$ cat config.mk
export PLATFORM = sky130hd
export DESIGN_NAME = multicycle_controller
export DESIGN_NICKNAME = d
export VERILOG_FILES = /design/src/rtl/multicycle_controller.sv
export SDC_FILE = /design/constraint.sdc
export NUM_CORES = 1
export LEC_CHECK = 0
export CAP_MARGIN = 10
export CORE_MARGIN = 2
export CORE_UTILIZATION = 42
export CTS_CLUSTER_SIZE = 25
export DETAILED_ROUTE_END_ITERATION = 7
export PLACE_DENSITY_LB_ADDON = 0.08
export REMOVE_ABC_BUFFERS = 1
export SYNTH_ARGS = -nofsm -noshare
export SYNTH_HDL_FRONTEND = slang
export SYNTH_SLANG_ARGS = --single-unit
$ cat constraint.sdc
create_clock -name clk -period 4.2 [get_ports clk]
set_input_delay 1.26 -clock clk [delete_from_list [all_inputs] [get_ports clk]]
set_output_delay 1.26 -clock clk [all_outputs]
set_load 0.03 [all_outputs]
$ cat src/rtl/multicycle_controller.sv
// Control FSM for the multicycle RISC-V core. It sequences the shared ALU and
// the unified instruction/data memory through fetch, decode, execute, memory
// and writeback, and stalls on the memory-ready handshake.
module multicycle_controller #(
    parameter int OP_W    = 7,
    parameter int STATE_W = 4
) (
    input  logic               clk,
    input  logic               rst,
    input  logic [OP_W-1:0]    op,
    input  logic               zero,
    input  logic               mem_ready,
    output logic               pc_write,
    output logic               adr_src,
    output logic               ir_write,
    output logic               mem_write,
    output logic               reg_write,
    output logic [1:0]         alu_src_a,
    output logic [1:0]         alu_src_b,
    output logic [1:0]         result_src,
    output logic [1:0]         alu_op,
    output logic [1:0]         imm_src,
    output logic               illegal_op,
    output logic               instr_done,
    output logic [STATE_W-1:0] state
);

    typedef enum logic [3:0] {
        S_FETCH    = 4'd0,
        S_DECODE   = 4'd1,
        S_MEMADR   = 4'd2,
        S_MEMREAD  = 4'd3,
        S_MEMWB    = 4'd4,
        S_MEMWRITE = 4'd5,
        S_EXECUTER = 4'd6,
        S_EXECUTEI = 4'd7,
        S_ALUWB    = 4'd8,
        S_BEQ      = 4'd9,
        S_JAL      = 4'd10
    } state_t;

    localparam logic [OP_W-1:0] OP_LW   = OP_W'(7'b0000011);
    localparam logic [OP_W-1:0] OP_SW   = OP_W'(7'b0100011);
    localparam logic [OP_W-1:0] OP_R    = OP_W'(7'b0110011);
    localparam logic [OP_W-1:0] OP_I    = OP_W'(7'b0010011);
    localparam logic [OP_W-1:0] OP_BEQ  = OP_W'(7'b1100011);
    localparam logic [OP_W-1:0] OP_JAL  = OP_W'(7'b1101111);

    state_t state_q;
    state_t state_d;

    assign state = STATE_W'(state_q);

    // State register: synchronous reset returns the sequencer to FETCH.
    always_ff @(posedge clk) begin
        // NOTE: sequential state uses non-blocking assignment so every flop
        // samples pre-edge values regardless of block evaluation order.
        if (rst) begin
            state_q <= S_FETCH;
        end else begin
            state_q <= state_d;
        end
    end

    // Next-state logic; unused encodings fall back to FETCH.
    always_comb begin
        // NOTE: a default before the case keeps every path assigned, so no
        // latch is inferred for state_d.
        state_d = S_FETCH;
        unique case (state_q)
            S_FETCH:    state_d = mem_ready ? S_DECODE : S_FETCH;
            S_DECODE: begin
                if (op == OP_LW || op == OP_SW) state_d = S_MEMADR;
                else if (op == OP_R)            state_d = S_EXECUTER;
                else if (op == OP_I)            state_d = S_EXECUTEI;
                else if (op == OP_BEQ)          state_d = S_BEQ;
                else if (op == OP_JAL)          state_d = S_JAL;
                else                            state_d = S_FETCH;
            end
            S_MEMADR:   state_d = (op == OP_LW) ? S_MEMREAD : S_MEMWRITE;
            S_MEMREAD:  state_d = mem_ready ? S_MEMWB : S_MEMREAD;
            S_MEMWB:    state_d = S_FETCH;
            S_MEMWRITE: state_d = mem_ready ? S_FETCH : S_MEMWRITE;
            S_EXECUTER: state_d = S_ALUWB;
            S_EXECUTEI: state_d = S_ALUWB;
            S_ALUWB:    state_d = S_FETCH;
            S_BEQ:      state_d = S_FETCH;
            S_JAL:      state_d = S_ALUWB;
            default:    state_d = S_FETCH;
        endcase
    end

    // Immediate format follows the opcode in every state.
    always_comb begin
        imm_src = 2'b00;
        if (op == OP_SW)       imm_src = 2'b01;
        else if (op == OP_BEQ) imm_src = 2'b10;
        else if (op == OP_JAL) imm_src = 2'b11;
    end

    // Moore output decode; reset suppresses all writes and shows FETCH selects.
    always_comb begin
        pc_write   = 1'b0;
        adr_src    = 1'b0;
        ir_write   = 1'b0;
        mem_write  = 1'b0;
        reg_write  = 1'b0;
        alu_src_a  = 2'b00;
        alu_src_b  = 2'b00;
        result_src = 2'b00;
        alu_op     = 2'b00;
        illegal_op = 1'b0;
        instr_done = 1'b0;
        unique case (state_q)
            S_FETCH: begin
                alu_src_b  = 2'b10;
                result_src = 2'b10;
                ir_write   = mem_ready;
                pc_write   = mem_ready;
            end
            S_DECODE: begin
                alu_src_a = 2'b01;
                alu_src_b = 2'b01;
                illegal_op = !(op == OP_LW || op == OP_SW || op == OP_R ||
                               op == OP_I  || op == OP_BEQ || op == OP_JAL);
            end
            S_MEMADR: begin
                alu_src_a = 2'b10;
                alu_src_b = 2'b01;
            end
            S_MEMREAD: begin
                adr_src = 1'b1;
            end
            S_MEMWB: begin
                result_src = 2'b01;
                reg_write  = 1'b1;
                instr_done = 1'b1;
            end
            S_MEMWRITE: begin
                adr_src    = 1'b1;
                mem_write  = 1'b1;
                instr_done = mem_ready;
            end
            S_EXECUTER: begin
                alu_src_a = 2'b10;
                alu_op    = 2'b10;
            end
            S_EXECUTEI: begin
                alu_src_a = 2'b10;
                alu_src_b = 2'b01;
                alu_op    = 2'b11;
            end
            S_ALUWB: begin
                reg_write  = 1'b1;
                instr_done = 1'b1;
            end
            S_BEQ: begin
                alu_src_a  = 2'b10;
                alu_op     = 2'b01;
                pc_write   = zero;
                instr_done = 1'b1;
            end
            S_JAL: begin
                alu_src_a = 2'b01;
                alu_src_b = 2'b10;
                pc_write  = 1'b1;
            end
            default: ;
        endcase

        if (rst) begin
            pc_write   = 1'b0;
            ir_write   = 1'b0;
            mem_write  = 1'b0;
            reg_write  = 1'b0;
            illegal_op = 1'b0;
            instr_done = 1'b0;
            adr_src    = 1'b0;
            alu_src_a  = 2'b00;
            alu_src_b  = 2'b10;
            result_src = 2'b10;
            alu_op     = 2'b00;
        end
    end

endmodule
; ---- Yosys cells after proc, flatten, opt, wreduce, memory -nomap -nowiden
; Index checks and enable logic that the tools add are counted.
[op_classes]
eq_ne = 16
n_reduce_logical = 15
mux = 35
[op_table]
columns = cell, count
row1 = case mux 4 bit (6 select lines), 1
row2 = 2-to-1 mux 4 bit, 5
row3 = "equality test 4 x 3 -> 1 bit, second input constant", 4
row4 = "equality test 7 x 6 -> 1 bit, second input constant", 2
row5 = "equality test 7 bit, second input constant", 2
row6 = 2-to-1 mux 2 bit, 7
row7 = 2-to-1 mux 1 bit, 13
row8 = "equality test 4 bit, second input constant", 3
row9 = case mux 2 bit (2 select lines), 3
row10 = 2-to-1 mux 3 bit, 3
row11 = OR reduction 3 bit, 3
row12 = "equality test 4 x 2 -> 1 bit, second input constant", 2
row13 = OR reduction 2 bit, 4
row14 = "equality test 7 x 2 -> 1 bit, second input constant", 1
row15 = "equality test 7 x 5 -> 1 bit, second input constant", 1
row16 = case mux 2 bit (3 select lines), 1
row17 = logical OR 1 bit, 5
row18 = "equality test 4 x 1 -> 1 bit, second input constant", 1
row19 = zero test 4 bit, 1
row20 = OR reduction 4 bit, 1
row21 = case mux 1 bit (3 select lines), 1
row22 = case mux 1 bit (2 select lines), 1
row23 = zero test 1 bit, 1
[word_totals]
ff_bits = 4
input_bits = 11

; ---- Depth between registers and ports, before layout
[depth]
ltp_word = 9
depth_mapped = 5
depth_no_buf = 3

; ---- Worst setup path before layout
; Ideal clock, no wire load.
[synth_path]
path_kind = input to output
start = input op[0]
end = output illegal_op
cell_stages = 3
n_path_buf = 0
arrival_ps = 2755
slack_ps = 185
t_required_ps = 2940
path_cell_list = and4b_1 and3_1 nor4_1
[synth_via]
elab_chain_len = 9
word_cells_on_any_way = 14
[synth_rtl]
columns = element, line
row1 = start: declaration, 10  ; input logic [OP_W-1:0] op,
row2 = equality test 7 x 2 -> 1 bit / equality test 7 x 6 -> 1 bit (equally long branches), 124  ; illegal_op = !(op == OP_LW || op == OP_SW || op == OP_R ||
row3 = logical OR 1 bit (3 in series), 124
row4 = logical OR 1 bit, 125  ; op == OP_I || op == OP_BEQ || op == OP_JAL);
row5 = logical OR 1 bit *, 125
row6 = zero test 1 bit *, 124
row7 = 2-to-1 mux 1 bit *, 114  ; unique case (state_q)
row8 = 2-to-1 mux 1 bit *, 171  ; if (rst) begin
row9 = end: declaration, 23  ; output logic illegal_op,
; Every way passes the cells marked *; elsewhere a longest branch is shown, timed or not.

; ---- Worst setup path after layout
[layout_path]
start = input mem_ready
end = output instr_done
[layout_via]
elab_chain_len = 2
[layout_rtl]
columns = element, line
row1 = start: declaration, 12  ; input logic mem_ready,
row2 = case mux 1 bit (2 select lines), 114
row3 = 2-to-1 mux 1 bit, 171
row4 = end: declaration, 24  ; output logic instr_done,
; Every way passes these cells.

==> impl_metrics.ini <==
[status]
outcome = finished, final reports clean

[setup_path]
worstSetupStartpoint = mem_ready
cp_common_cell = clkdlybuf4s50_1
path_delay_family = buffers and inverters
regToRegSetupSlack_ns = 2.25
r2r_start = state[0]
crit_type = primary input to primary output
crit_fanout = 3
slowest_stage = clkdlybuf4s50_1
r2r_end = state[0]
cpPeakStageDelay_ns = 0.69
critical_path_arrival_ns = 2.81
path_cells = clkdlybuf4s50_1 > nand2b_1 > a21oi_1 > nor3_1 > clkdlybuf4s50_1
crit_required_ns = 2.94
critPathLaunchType = primary input
worst_setup_path_end_kind = primary output
cp_num_cells = 5
critical_path_buf_inv_count = 2
rr_worst_depth = 3

[sta]
fmax_ghz = 0.246
finalSetupViolCount = 0
hold_viol = 0
slew_headroom_pct = 52.0
finalSetupTns_ns = 0
clock_skew_ns = 0.00502
fin_ws_ns = 0.129
rsz0062_at_grt = no
worstMarginPinSlew_ns = 0.719
hold_slack_ns = 0.696
finalCriticalPeriod_ns = 4.07
fin_crit_sh_pct = 96.9
drv_slew = 0

[floorplanning]
die-area_um2 = 1960
start_util_pct = 45.1
pin_count = 32
design.core.area_um2 = 1510
fp.dieH_um = 44.2
rows = 14
die-width_um = 44.2

[routing]
vias_per_cell = 6.15
drtPass1Iterations = 4
totalWireLength_um = 2010
post_drt_wl_per_cell_um = 14.3
ant_nets = 0
drtIter0Drc = 17
vias = 867
post-route-drc-count = 0

[place]
placed_cells = 138
place_area_um2 = 991
dp_hpwl_um = 1450
gp_congestion = 0.841
port_buffers = 31
dp_slack_ns = 0.0532

[clock_tree]
tritoncts = yes
cts_root_buf = clkbuf_4
clkSinkCount = 4
clk_pin_slew_ns = 0.03
clock_latency_ns = 0.23
cts_max_level = 1
cts_buffers = 3
clk_path_buf_depth = 2
hold_buffers = 0

[pwr]
power_per_cell_area_nw_per_um2 = 142
p_seq_share_pct = 29.6
vdd_drop_max_mv = 0.144
leakage_nw = 0.424
p_comb_share_pct = 37.8
clkPwrFrac_pct = 32.6
p_sw_mw = 0.0455
p_int_mw = 0.0985
switching_share_pct = 31.6

[global_routing]
grt-ovfl-total = 0
grt_pass1_wl_um = 3490
grt_pass1_vias = 812
antenna_found_initial = 0
grt_usage_pct = 23.0
grt_max_degree = 26

[cells_and_area]
design_area_um2 = 1020
nets = 138
antennaDiodeCount = 0
drive_gt1_share_pct = 18.4
largest_reg_flops = 4
final_cell_count_no_fill = 141
fillers = 148
syn_to_final_growth_pct = 49.5

[synthesis]
ys_seq_area_share_pct = 11.8
syn_inst = 93
syn_area_um2 = 679
async_flop_share_pct = 0
synth_top_cell_area_share_pct = 11.8
yosysMostFrequentCell = nor2_1
yosysUniqueCellTypes = 46
ys_seq_elements = 4
yosys_warnings = 0
synth_enable_flop_cells = 0
ys_top_cells_by_count = nor2_1 (6), and3_1 (5), clkbuf_1 (5), nor2b_1 (5)
synthTopCellsByArea = dfxtp_1 (12%), and3_1 (4.6%), nor2b_1 (4.6%), nor3b_1 (4.4%), a211oi_1 (3.3%)
yosysTopAreaCell = dfxtp_1
synth_flop_cell = dfxtp_1
avgSynthCellArea_um2 = 7.31

[hold_path]
hold_class = register to register
min_to = state[2]
hold_path_depth = 3
hp-start = state[1]

[flow_run]
maxCapViolCount = 0
## routing by layer
layer,up-vias,GRT usage (%),wire length (um)
met5,-,0,0
met1,398,28.4,892
met4,0,5.45,15
met2,41,42.1,958
met3,2,2.86,146
li1,426,-,-
## power by group through the flow
stage               logic [mW]  registers (mW)  clock network, mW
floorplan               0.0244          0.0438                  0
global placement        0.0533          0.0433                  0
detailed placement      0.0543          0.0432                  0
CTS                     0.0545          0.0425             0.0486
global route            0.0589          0.0430             0.0511
finish                  0.0545          0.0426             0.0469
## per-stage QoR
step / util [%] / power, mW
floorplan: - / 0.0682
global placement: 65.8 / 0.0966
detailed placement: 65.8 / 0.0975
CTS: 67.3 / 0.146
global route: 67.4 / 0.153
finish: 67.4 / 0.144
## worst min-delay path: cells and delay by family, from the launching register on
kind | cells | cell delay (ns)
flip-flops | 1 | 0.33
buffers and inverters | 1 | 0.14
AO/OA/AOI/OAI | 2 | 0.18
## worst max-delay path by stage
stage and to:
2_1_floorplan illegal_op, 3_3_place_gp imm_src[1], 3_5_place_dp imm_src[1], 4_1_cts imm_src[1], 5_1_grt mem_write, 6_report instr_done
## cell usage in the layout (no fill, tap or decap), drive strengths merged, types with 3 or more instances in the layout
| master | n |
|---|---|
| a211oi | 3 |
| a21oi | 3 |
| and3 | 5 |
| buf | 18 |
| clkbuf | 3 |
| clkdlybuf4s50 | 19 |
| dfxtp | 4 |
| inv | 3 |
| nand2b | 3 |
| nand3b | 3 |
| nor2 | 6 |
| nor2b | 5 |
| nor3 | 3 |
| nor3b | 4 |
| o21ai | 4 |
## area by class of cell
cell class / count / area [um^2] / share of cell area (%)
repair buffers: 38 / 338 / 33.3
flip-flops and latches: 4 / 80.1 / 7.88
well taps: 16 / 20.0 / 1.97
inverters: 3 / 11.3 / 1.11
clock buffers: 3 / 22.5 / 2.22
multi-input cells: 77 / 544 / 53.6
## cell families (layout without fill, tap and decap cells)
kind of cell              after synthesis  in the layout  share of synthesized area [%]
AOI/OAI and AO/OA                      24             24                           25.6
xor gates and xnor gates                3              3                           3.87
buffers and inverters                  12             44                           8.10
DFF                                     4              4                           11.8
muxes                                   2              2                           2.95
and+or+nand+nor                        48             48                           47.7
## timing repair
action,CTS,global route
gates resized for setup,0,1
setup buffers,0,0
endpoints found under the setup margin,0,1
Note: power is estimated with default switching activity, not from simulation.
